--- config.mk ---
export PLATFORM = sky130hd
export DESIGN_NAME = spi_cmd_slave
export DESIGN_NICKNAME = d
export VERILOG_FILES = /design/src/rtl/spi_cmd_slave.sv
export SDC_FILE = /design/constraint.sdc
export NUM_CORES = 1
export LEC_CHECK = 0
export ABC_AREA = 0
export BUFFER_PORTS_ARGS = -buffer_cell sky130_fd_sc_hd__buf_4
export CAP_MARGIN = 40
export CORE_MARGIN = 8
export CORE_UTILIZATION = 50
export DETAILED_ROUTE_END_ITERATION = 12
export PLACE_DENSITY = 0.82
export SKIP_LAST_GASP = 1
export SYNTH_ARGS = -nofsm -noshare
export SYNTH_HDL_FRONTEND = slang
export SYNTH_SLANG_ARGS = --single-unit
--- constraint.sdc ---
create_clock -name i_clk -period 4.7 [get_ports i_clk]
set_input_delay 1.175 -clock i_clk [delete_from_list [all_inputs] [get_ports i_clk]]
set_output_delay 1.175 -clock i_clk [all_outputs]
set_load 0.05 [all_outputs]
--- src/rtl/spi_cmd_slave.sv ---
// SPI mode-0 slave command engine. CSn/SCLK/MOSI are oversampled in i_clk and the
// command byte plus 32-bit word stream drive IMEM writes, IMEM reads or status readout.
module spi_cmd_slave #(
    parameter int         AW       = 12,
    parameter logic [7:0] CMD_ECHO = 8'h5A
) (
    input  logic          i_clk,
    input  logic          i_rstn,
    input  logic          i_CSn,
    input  logic          i_SCLK,
    input  logic          i_MOSI,
    output logic          o_MISO,
    output logic          o_mem_cyc,
    output logic          o_mem_we,
    output logic [AW-1:0] o_mem_adr,
    output logic [31:0]   o_mem_dat,
    input  logic [31:0]   i_mem_rdt,
    input  logic          i_mem_ack,
    input  logic [31:0]   i_status,
    output logic          o_prog_done,
    output logic          o_err,
    output logic          o_busy
);

    typedef enum logic [1:0] {ST_IDLE, ST_CMD, ST_WORD, ST_DRAIN} state_t;
    typedef enum logic [1:0] {MD_STATUS, MD_READ, MD_WRITE} mode_t;

    logic [1:0]    csn_q;
    logic [2:0]    sclk_q;
    logic [1:0]    mosi_q;
    state_t        state_q, state_d;
    mode_t         mode_q, mode_d;
    logic [2:0]    bit_cnt_q, bit_cnt_d;
    logic [1:0]    byte_cnt_q, byte_cnt_d;
    logic [7:0]    rx_sr_q, rx_sr_d;
    logic [23:0]   word_q, word_d;
    logic [7:0]    tx_sr_q, tx_sr_d;
    logic [31:0]   tx_word_q, tx_word_d;
    logic [AW-1:0] wr_adr_q, wr_adr_d;
    logic          rd_pend_q, rd_pend_d;
    logic          cyc_q, cyc_d;
    logic          we_q, we_d;
    logic [AW-1:0] adr_q, adr_d;
    logic [31:0]   dat_q, dat_d;
    logic          done_q, done_d;
    logic          err_q, err_d;

    logic          csn_s, sclk_rise, sclk_fall;
    logic [7:0]    rx_byte, tx_byte;
    logic [31:0]   rx_word;

    assign csn_s     = csn_q[1];
    assign sclk_rise = sclk_q[1] & ~sclk_q[2];
    assign sclk_fall = ~sclk_q[1] & sclk_q[2];
    assign rx_byte   = {rx_sr_q[6:0], mosi_q[1]};
    assign rx_word   = {rx_byte, word_q};

    // Words go out LSB byte first; byte_cnt_q already points at the next byte to send.
    always_comb begin
        unique case (byte_cnt_q)
            2'd0:    tx_byte = tx_word_q[7:0];
            2'd1:    tx_byte = tx_word_q[15:8];
            2'd2:    tx_byte = tx_word_q[23:16];
            default: tx_byte = tx_word_q[31:24];
        endcase
    end

    always_comb begin
        // NOTE: every _d starts as its _q so no branch below can leave one unassigned (no latches).
        state_d    = state_q;
        mode_d     = mode_q;
        bit_cnt_d  = bit_cnt_q;
        byte_cnt_d = byte_cnt_q;
        rx_sr_d    = rx_sr_q;
        word_d     = word_q;
        tx_sr_d    = tx_sr_q;
        tx_word_d  = tx_word_q;
        wr_adr_d   = wr_adr_q;
        rd_pend_d  = rd_pend_q;
        cyc_d      = cyc_q;
        we_d       = we_q;
        adr_d      = adr_q;
        dat_d      = dat_q;
        done_d     = 1'b0;
        err_d      = err_q;

        // Memory handshake runs independently of CSn so an aborted session still completes it.
        if (cyc_q && i_mem_ack) begin
            cyc_d = 1'b0;
            if (rd_pend_q) begin
                tx_word_d = i_mem_rdt;
                rd_pend_d = 1'b0;
            end
        end

        if (csn_s) begin
            state_d = ST_IDLE;
            tx_sr_d = '0;
        end else begin
            unique case (state_q)
                ST_IDLE: begin
                    state_d    = ST_CMD;
                    bit_cnt_d  = '0;
                    byte_cnt_d = '0;
                    wr_adr_d   = '0;
                    rd_pend_d  = 1'b0;
                    tx_sr_d    = CMD_ECHO;
                end
                ST_CMD: begin
                    if (sclk_rise) begin
                        rx_sr_d   = rx_byte;
                        bit_cnt_d = bit_cnt_q + 3'd1;
                        if (bit_cnt_q == 3'd7) begin
                            byte_cnt_d = '0;
                            tx_word_d  = '0;
                            state_d    = ST_WORD;
                            unique case (rx_byte)
                                8'h00: begin
                                    mode_d    = MD_STATUS;
                                    tx_word_d = i_status;
                                end
                                8'h01:   mode_d  = MD_READ;
                                8'h02:   mode_d  = MD_WRITE;
                                default: state_d = ST_DRAIN;
                            endcase
                        end
                    end else if (sclk_fall) begin
                        tx_sr_d = {tx_sr_q[6:0], 1'b0};
                    end
                end
                ST_WORD: begin
                    if (sclk_rise) begin
                        rx_sr_d   = rx_byte;
                        bit_cnt_d = bit_cnt_q + 3'd1;
                        if (bit_cnt_q == 3'd7) begin
                            byte_cnt_d = byte_cnt_q + 2'd1;
                            unique case (byte_cnt_q)
                                2'd0: word_d[7:0]   = rx_byte;
                                2'd1: word_d[15:8]  = rx_byte;
                                2'd2: word_d[23:16] = rx_byte;
                                default: begin
                                    unique case (mode_q)
                                        MD_WRITE: begin
                                            tx_word_d = rx_word;
                                            if (rx_word == 32'hFFFF_FFFF) begin
                                                done_d  = 1'b1;
                                                state_d = ST_DRAIN;
                                            end else if (cyc_q) begin
                                                err_d = 1'b1;
                                            end else begin
                                                cyc_d    = 1'b1;
                                                we_d     = 1'b1;
                                                adr_d    = wr_adr_q;
                                                dat_d    = rx_word;
                                                wr_adr_d = wr_adr_q + AW'(4);
                                            end
                                        end
                                        MD_READ: begin
                                            if (cyc_q) begin
                                                err_d = 1'b1;
                                            end else begin
                                                cyc_d     = 1'b1;
                                                we_d      = 1'b0;
                                                adr_d     = rx_word[AW-1:0];
                                                rd_pend_d = 1'b1;
                                            end
                                        end
                                        default: tx_word_d = i_status;
                                    endcase
                                end
                            endcase
                        end
                    end else if (sclk_fall) begin
                        if (bit_cnt_q != 3'd0) begin
                            tx_sr_d = {tx_sr_q[6:0], 1'b0};
                        end else if (byte_cnt_q == 2'd0 && mode_q == MD_READ && rd_pend_q) begin
                            // Read data missed its slot: return all-ones and ignore the late ack.
                            tx_word_d = 32'hFFFF_FFFF;
                            tx_sr_d   = 8'hFF;
                            rd_pend_d = 1'b0;
                            err_d     = 1'b1;
                        end else begin
                            tx_sr_d = tx_byte;
                        end
                    end
                end
                default: begin
                    if (sclk_fall) begin
                        tx_sr_d = '0;
                    end
                end
            endcase
        end
    end

    always_ff @(posedge i_clk) begin
        if (!i_rstn) begin
            csn_q      <= 2'b11;
            sclk_q     <= '0;
            mosi_q     <= '0;
            state_q    <= ST_IDLE;
            mode_q     <= MD_STATUS;
            bit_cnt_q  <= '0;
            byte_cnt_q <= '0;
            rx_sr_q    <= '0;
            word_q     <= '0;
            tx_sr_q    <= '0;
            tx_word_q  <= '0;
            wr_adr_q   <= '0;
            rd_pend_q  <= 1'b0;
            cyc_q      <= 1'b0;
            we_q       <= 1'b0;
            adr_q      <= '0;
            dat_q      <= '0;
            done_q     <= 1'b0;
            err_q      <= 1'b0;
        end else begin
            // NOTE: non-blocking assignments so every register samples pre-edge values.
            csn_q      <= {csn_q[0], i_CSn};
            sclk_q     <= {sclk_q[1:0], i_SCLK};
            mosi_q     <= {mosi_q[0], i_MOSI};
            state_q    <= state_d;
            mode_q     <= mode_d;
            bit_cnt_q  <= bit_cnt_d;
            byte_cnt_q <= byte_cnt_d;
            rx_sr_q    <= rx_sr_d;
            word_q     <= word_d;
            tx_sr_q    <= tx_sr_d;
            tx_word_q  <= tx_word_d;
            wr_adr_q   <= wr_adr_d;
            rd_pend_q  <= rd_pend_d;
            cyc_q      <= cyc_d;
            we_q       <= we_d;
            adr_q      <= adr_d;
            dat_q      <= dat_d;
            done_q     <= done_d;
            err_q      <= err_d;
        end
    end

    assign o_MISO      = tx_sr_q[7];
    assign o_mem_cyc   = cyc_q;
    assign o_mem_we    = we_q;
    assign o_mem_adr   = adr_q;
    assign o_mem_dat   = dat_q;
    assign o_prog_done = done_q;
    assign o_err       = err_q;
    assign o_busy      = ~csn_s;

endmodule
Word level (Yosys, flattened, before mapping):

Cells that the tools add are included.

* register bits after elaboration: 148
* input bits: 70
* output and inout port bits: 50
* word-level logic and storage cells: 187

* add/subtract/negate cells: 3
* equality and inequality tests: 32
* multiplexer cells: 85
* bitwise gates (word level): 13
* reductions and logical operators: 33

Operator list (number)
* 32-bit two-way mux: 12
* 32-bit one-hot mux with 2 select lines: 2
* 12-bit two-way mux: 9
* 8-bit two-way mux: 7
* 12-bit one-hot mux with 2 select lines: 2
* 8-bit one-hot mux with 3 select lines: 2
* 2-bit != test (second input constant): 17
* 32-bit == test (second input constant): 1
* 1-bit two-way mux: 31
* 5-bit AND reduction: 5
* 8-bit AND reduction: 3
* 2-bit two-way mux: 11
* 2-bit one-hot mux with 3 select lines: 3
* 9-bit AND reduction: 2
* 12-bit by 3-bit adder with 12-bit output (second input constant): 1
* 2-bit nonzero test: 6
* 1-bit inverter: 11
* 3-bit nonzero test: 3
* 9-bit OR reduction: 1
* 8-bit by 1-bit == test with 1-bit output (second input constant): 1
* 8-bit by 2-bit == test with 1-bit output (second input constant): 1
* 8-bit logical NOT: 1
* 1-bit one-hot mux with 2 select lines: 4
* 2-bit by 1-bit == test with 1-bit output (second input constant): 3
* 16 further kinds: 27

Depth between registers and ports, before layout:

* word-level depth: 10
* gate-level depth with buffers: 10
* depth with buffers taken out: 7

Worst setup path after synthesis:

No wires, ideal clock.

* path type: input to register
* start: in i_mem_ack
* end: reg tx_word_q[8]
* library setup time: 0.115 ns
* arrival: 2.376 ns
* data required time: 4.585 ns
* setup slack: 2.210 ns
* stages: 7
* buffers on the path: 2
* path through: and3_1 -> buf_2 -> buf_1 -> mux2i_1 -> a21o_1 -> a31oi_1 -> o21a_1

* cells in the longest elaborated chain, start to end: 8
* elaborated cells between the ends (all ways): 13
* those cells by class: mux (12); reduce/logical (1)

Ends and longest elaborated chain
* from (decl): line 18 `input logic i_mem_ack,`
* 1-bit logical AND (*): line 88 `if (cyc_q && i_mem_ack) begin`
* 32-bit two-way mux (*): line 88
* 32-bit one-hot mux with 2 select lines or 32-bit two-way mux (tied branches): line 142, 176
* 32-bit two-way mux (on tied branches): line 137, 174
* 32-bit two-way mux (on tied branches): line 135, 173
* 32-bit two-way mux: line 132 `if (sclk_rise) begin`
* 32-bit one-hot mux with 2 select lines: line 100 `unique case (state_q)`
* 32-bit two-way mux (*): line 96 `if (csn_s) begin`
* to (signal assigned): line 229 `tx_word_q <= tx_word_d;`
* to (decl): line 38 `logic [31:0] tx_word_q, tx_word_d;`

Mark *: on every way between the ends. The rest lies on a longest branch, timed or not.
A chain may end at the register's enable or synchronous reset.

Worst setup path in the final report:

* start: reg bit_cnt_q[0]
* end: reg wr_adr_q[8]

* cells in the longest elaborated chain, start to end: 3

Ends and longest elaborated chain
* from (decl): line 33 `logic [2:0] bit_cnt_q, bit_cnt_d;`
* from (signal assigned): line 224 `bit_cnt_q <= bit_cnt_d;`
* 3-bit == test: line 135 `if (bit_cnt_q == 3'd7) begin`
* 2-bit != test (no line)
* 8-bit AND reduction (no line)
* to (signal assigned): line 230 `wr_adr_q <= wr_adr_d;`
* to (decl): line 39 `logic [AW-1:0] wr_adr_q, wr_adr_d;`

Every way passes these cells.

==> run metrics <==
WL met3=3580 um; drt first-iter violations=1534; status=completed; worst slew pin tran=0.959 ns; CTS H-tree depth=4; clk_skew=0.0106 ns; total number of vias=8803; vias in the first global route=8088; Peak VDD IR=0.252 mV; fraction of layout cells with a size suffix above 1=16.2%; port buffer count=119; setup bufs post-CTS=0; routed wl met2=12600 um; most frequent cells in the layout=nand2_1 (203), dfxtp_1 (146), buf_4 (135); Synth Register Bits=146; Rows=46; number of vias per cell=6.53; DR pass1 iterations=7; final std cells w/o fill=1349; RSZ-0062 raised after global routing=no; endpoints failing hold=0; initial antenna violation count=1; asr flop ratio synth=0%; post-detail-place hpwl=18600 um; synth warn=0; Mapped Cells=1053; post-synthesis sequential area ratio=36.5%; Root Driver=clkbuf_16; Hold Path Class=reg2reg; number of synthesized flops with an enable pin=0; # setup viols final=0; synth unique cells=50; Net Count, Synth=1139; Setup CP Type=reg2reg; Metal-1 WL=10200 um; TritonCTS clock tree=built; required time worst endpoint=5.06 ns; Post-Route Utilization=60.9%; CP Max Fanout=33; placed instance area=9020 um2; design area=9610 um2; max_slew headroom=36.1%; clock latency on the worst-skew pair=0.43 ns; Tmin final=2.86 ns; nets=1207; Pwr Density=286 nW/um2; Synth Flop Type=dfxtp_1; Final Wtd Congestion=0.925; DRT antenna net count=0; CTS Buf Count=17; setup TNS=0 ns; Placed Instances=1318; average wire per standard cell=20.7 um; first-pass GRT wire length=43100 um; CP endpoint kind=flop; Die Width=143 um; Worst setup SP type=flop; leakage=3.71 nW; Clock transition at path regs=0.06 ns; Fmax=0.349 GHz; Core ar.=15800 um2; Sink Count=146; GRT Total Usage=26.8%; hold_buf cts=0; WHS=0.410 ns; worst path arrival time=3.22 ns; crit share post-route=60.9%; Highest Signal Layer=met4; I/O pin total=120; area grow syn2layout=19.9%; # fillers=1397; die height=143 um; pin count of the biggest net entering global routing=67; DRC errors left=0; Slew Viols, Final=0; die area=20300 um2; WL final=27900 um; Avg Inst Size Synth=7.61 um2; Max-cap violations=0; Post-Syn Area=8010 um2; clock buffer depth=2; commonest non-fill, non-tap cell in the layout=nand2_1; Initial Utilization=50.8%; r2r setup slk=1.84 ns; post_cts resized=0; grt ovf=0
-- layer usage --
| layer | vias up | GRT usage (%) |
|---|---|---|
| met2 | 624 | 41.4 |
| met4 | 0 | 14.7 |
| li1 | 3986 | - |
| met5 | - | 0 |
| met1 | 4045 | 33.6 |
| met3 | 148 | 6.57 |
-- synth_stat cells, types with 2 or more instances --
library cell	number	area, um2
o21ai_0	36	180
mux2_2	3	33.8
o211ai_1	10	75.1
a32o_1	4	40.0
mux2i_1	45	450
a2111oi_0	2	17.5
buf_2	14	70.1
nand2b_1	10	62.6
nor3_1	5	25.0
a21oi_1	130	651
dfxtp_1	146	2920
o21a_1	3	22.5
a211oi_1	20	150
a22oi_1	21	158
nand4_1	34	213
xnor2_1	3	26.3
nor2_1	34	128
and3_1	3	18.8
clkbuf_1	74	278
or4_1	5	37.5
nor4_1	4	25.0
or3_1	3	18.8
o2bb2ai_1	4	35.0
a21o_1	5	37.5
a31oi_1	36	225
nor4_4	2	42.5
nor2b_1	3	18.8
ha_1	16	200
buf_1	3	11.3
nand2_1	203	762
nand3_1	70	350
o31ai_1	4	30.0
and2_1	28	175
o221ai_1	27	236
inv_1	20	75.1
a221oi_1	2	17.5
a222oi_1	8	80.1
-- cells by family after synthesis --
| family | after synthesis | synth area share [%] |
|---|---|---|
| buffers and inverters | 113 | 5.56 |
| adders and majority gates | 16 | 2.50 |
| and+or+nand+nor | 406 | 23.7 |
| muxes | 48 | 6.04 |
| AOI/OAI and AO/OA | 321 | 25.4 |
| DFF | 146 | 36.5 |
| xor gates and xnor gates | 3 | 0.328 |
-- through the flow --
stage	setup WS (ns)	power (mW)
final	1.84	2.75
after CTS	1.84	2.75
after detailed placement	1.88	1.42
after floorplan	2.21	1.34
after global placement	1.68	1.41
after global routing	1.70	2.82
-- final cells by class --
cell class	instances	area [um2]	share of cell area [%]
Multi-Input combinational cell	794	4650	48.4
Inverter	21	78.8	0.821
Sequential cell	146	2920	30.4
Clock inverter	11	130	1.35
Timing Repair Buffer	141	1100	11.5
Tap cell	216	270	2.81
Antenna cell	1	2.50	0.0261
Clock buffer	19	453	4.72
-- where the power goes --
part,internal [mW],total [mW],switching [mW]
clock,0.808,1.35,0.542
sequential,1.24,1.24,0.00307
combinational,0.0673,0.153,0.0855
-- flip-flops by register name, summed over array words and instances, names as in the netlist, 3 cells and up --
name / cells
word_q: 24
o_mem_dat: 32
o_mem_adr: 12
rx_sr_q: 7
wr_adr_q: 10
sclk_q: 3
tx_word_q: 32
tx_sr_q: 8
bit_cnt_q: 3
-- worst max-delay path, cell delays in order, from the launching register on --
cell     delay, ns
dfxtp_1       0.34
ha_1          0.17
ha_1          0.33
nand3_1       0.12
buf_4         0.21
or4_4         0.53
a21o_1        0.30
buf_4         0.29
or3_1         0.37
a21oi_1       0.13
-- final timing paths --
path                              endpoint  cells past startpoint                 startpoint
hold reg to reg        csn_q[1]$_SDFF_PN1_                      1        csn_q[0]$_SDFF_PN1_
hold / removal         csn_q[1]$_SDFF_PN1_                      1        csn_q[0]$_SDFF_PN1_
setup reg to reg  wr_adr_q[8]$_SDFFE_PN0P_                      9  bit_cnt_q[0]$_SDFFE_PN0P_
setup / recovery  wr_adr_q[8]$_SDFFE_PN0P_                      9  bit_cnt_q[0]$_SDFFE_PN0P_
(Power assumes the default switching activity.)
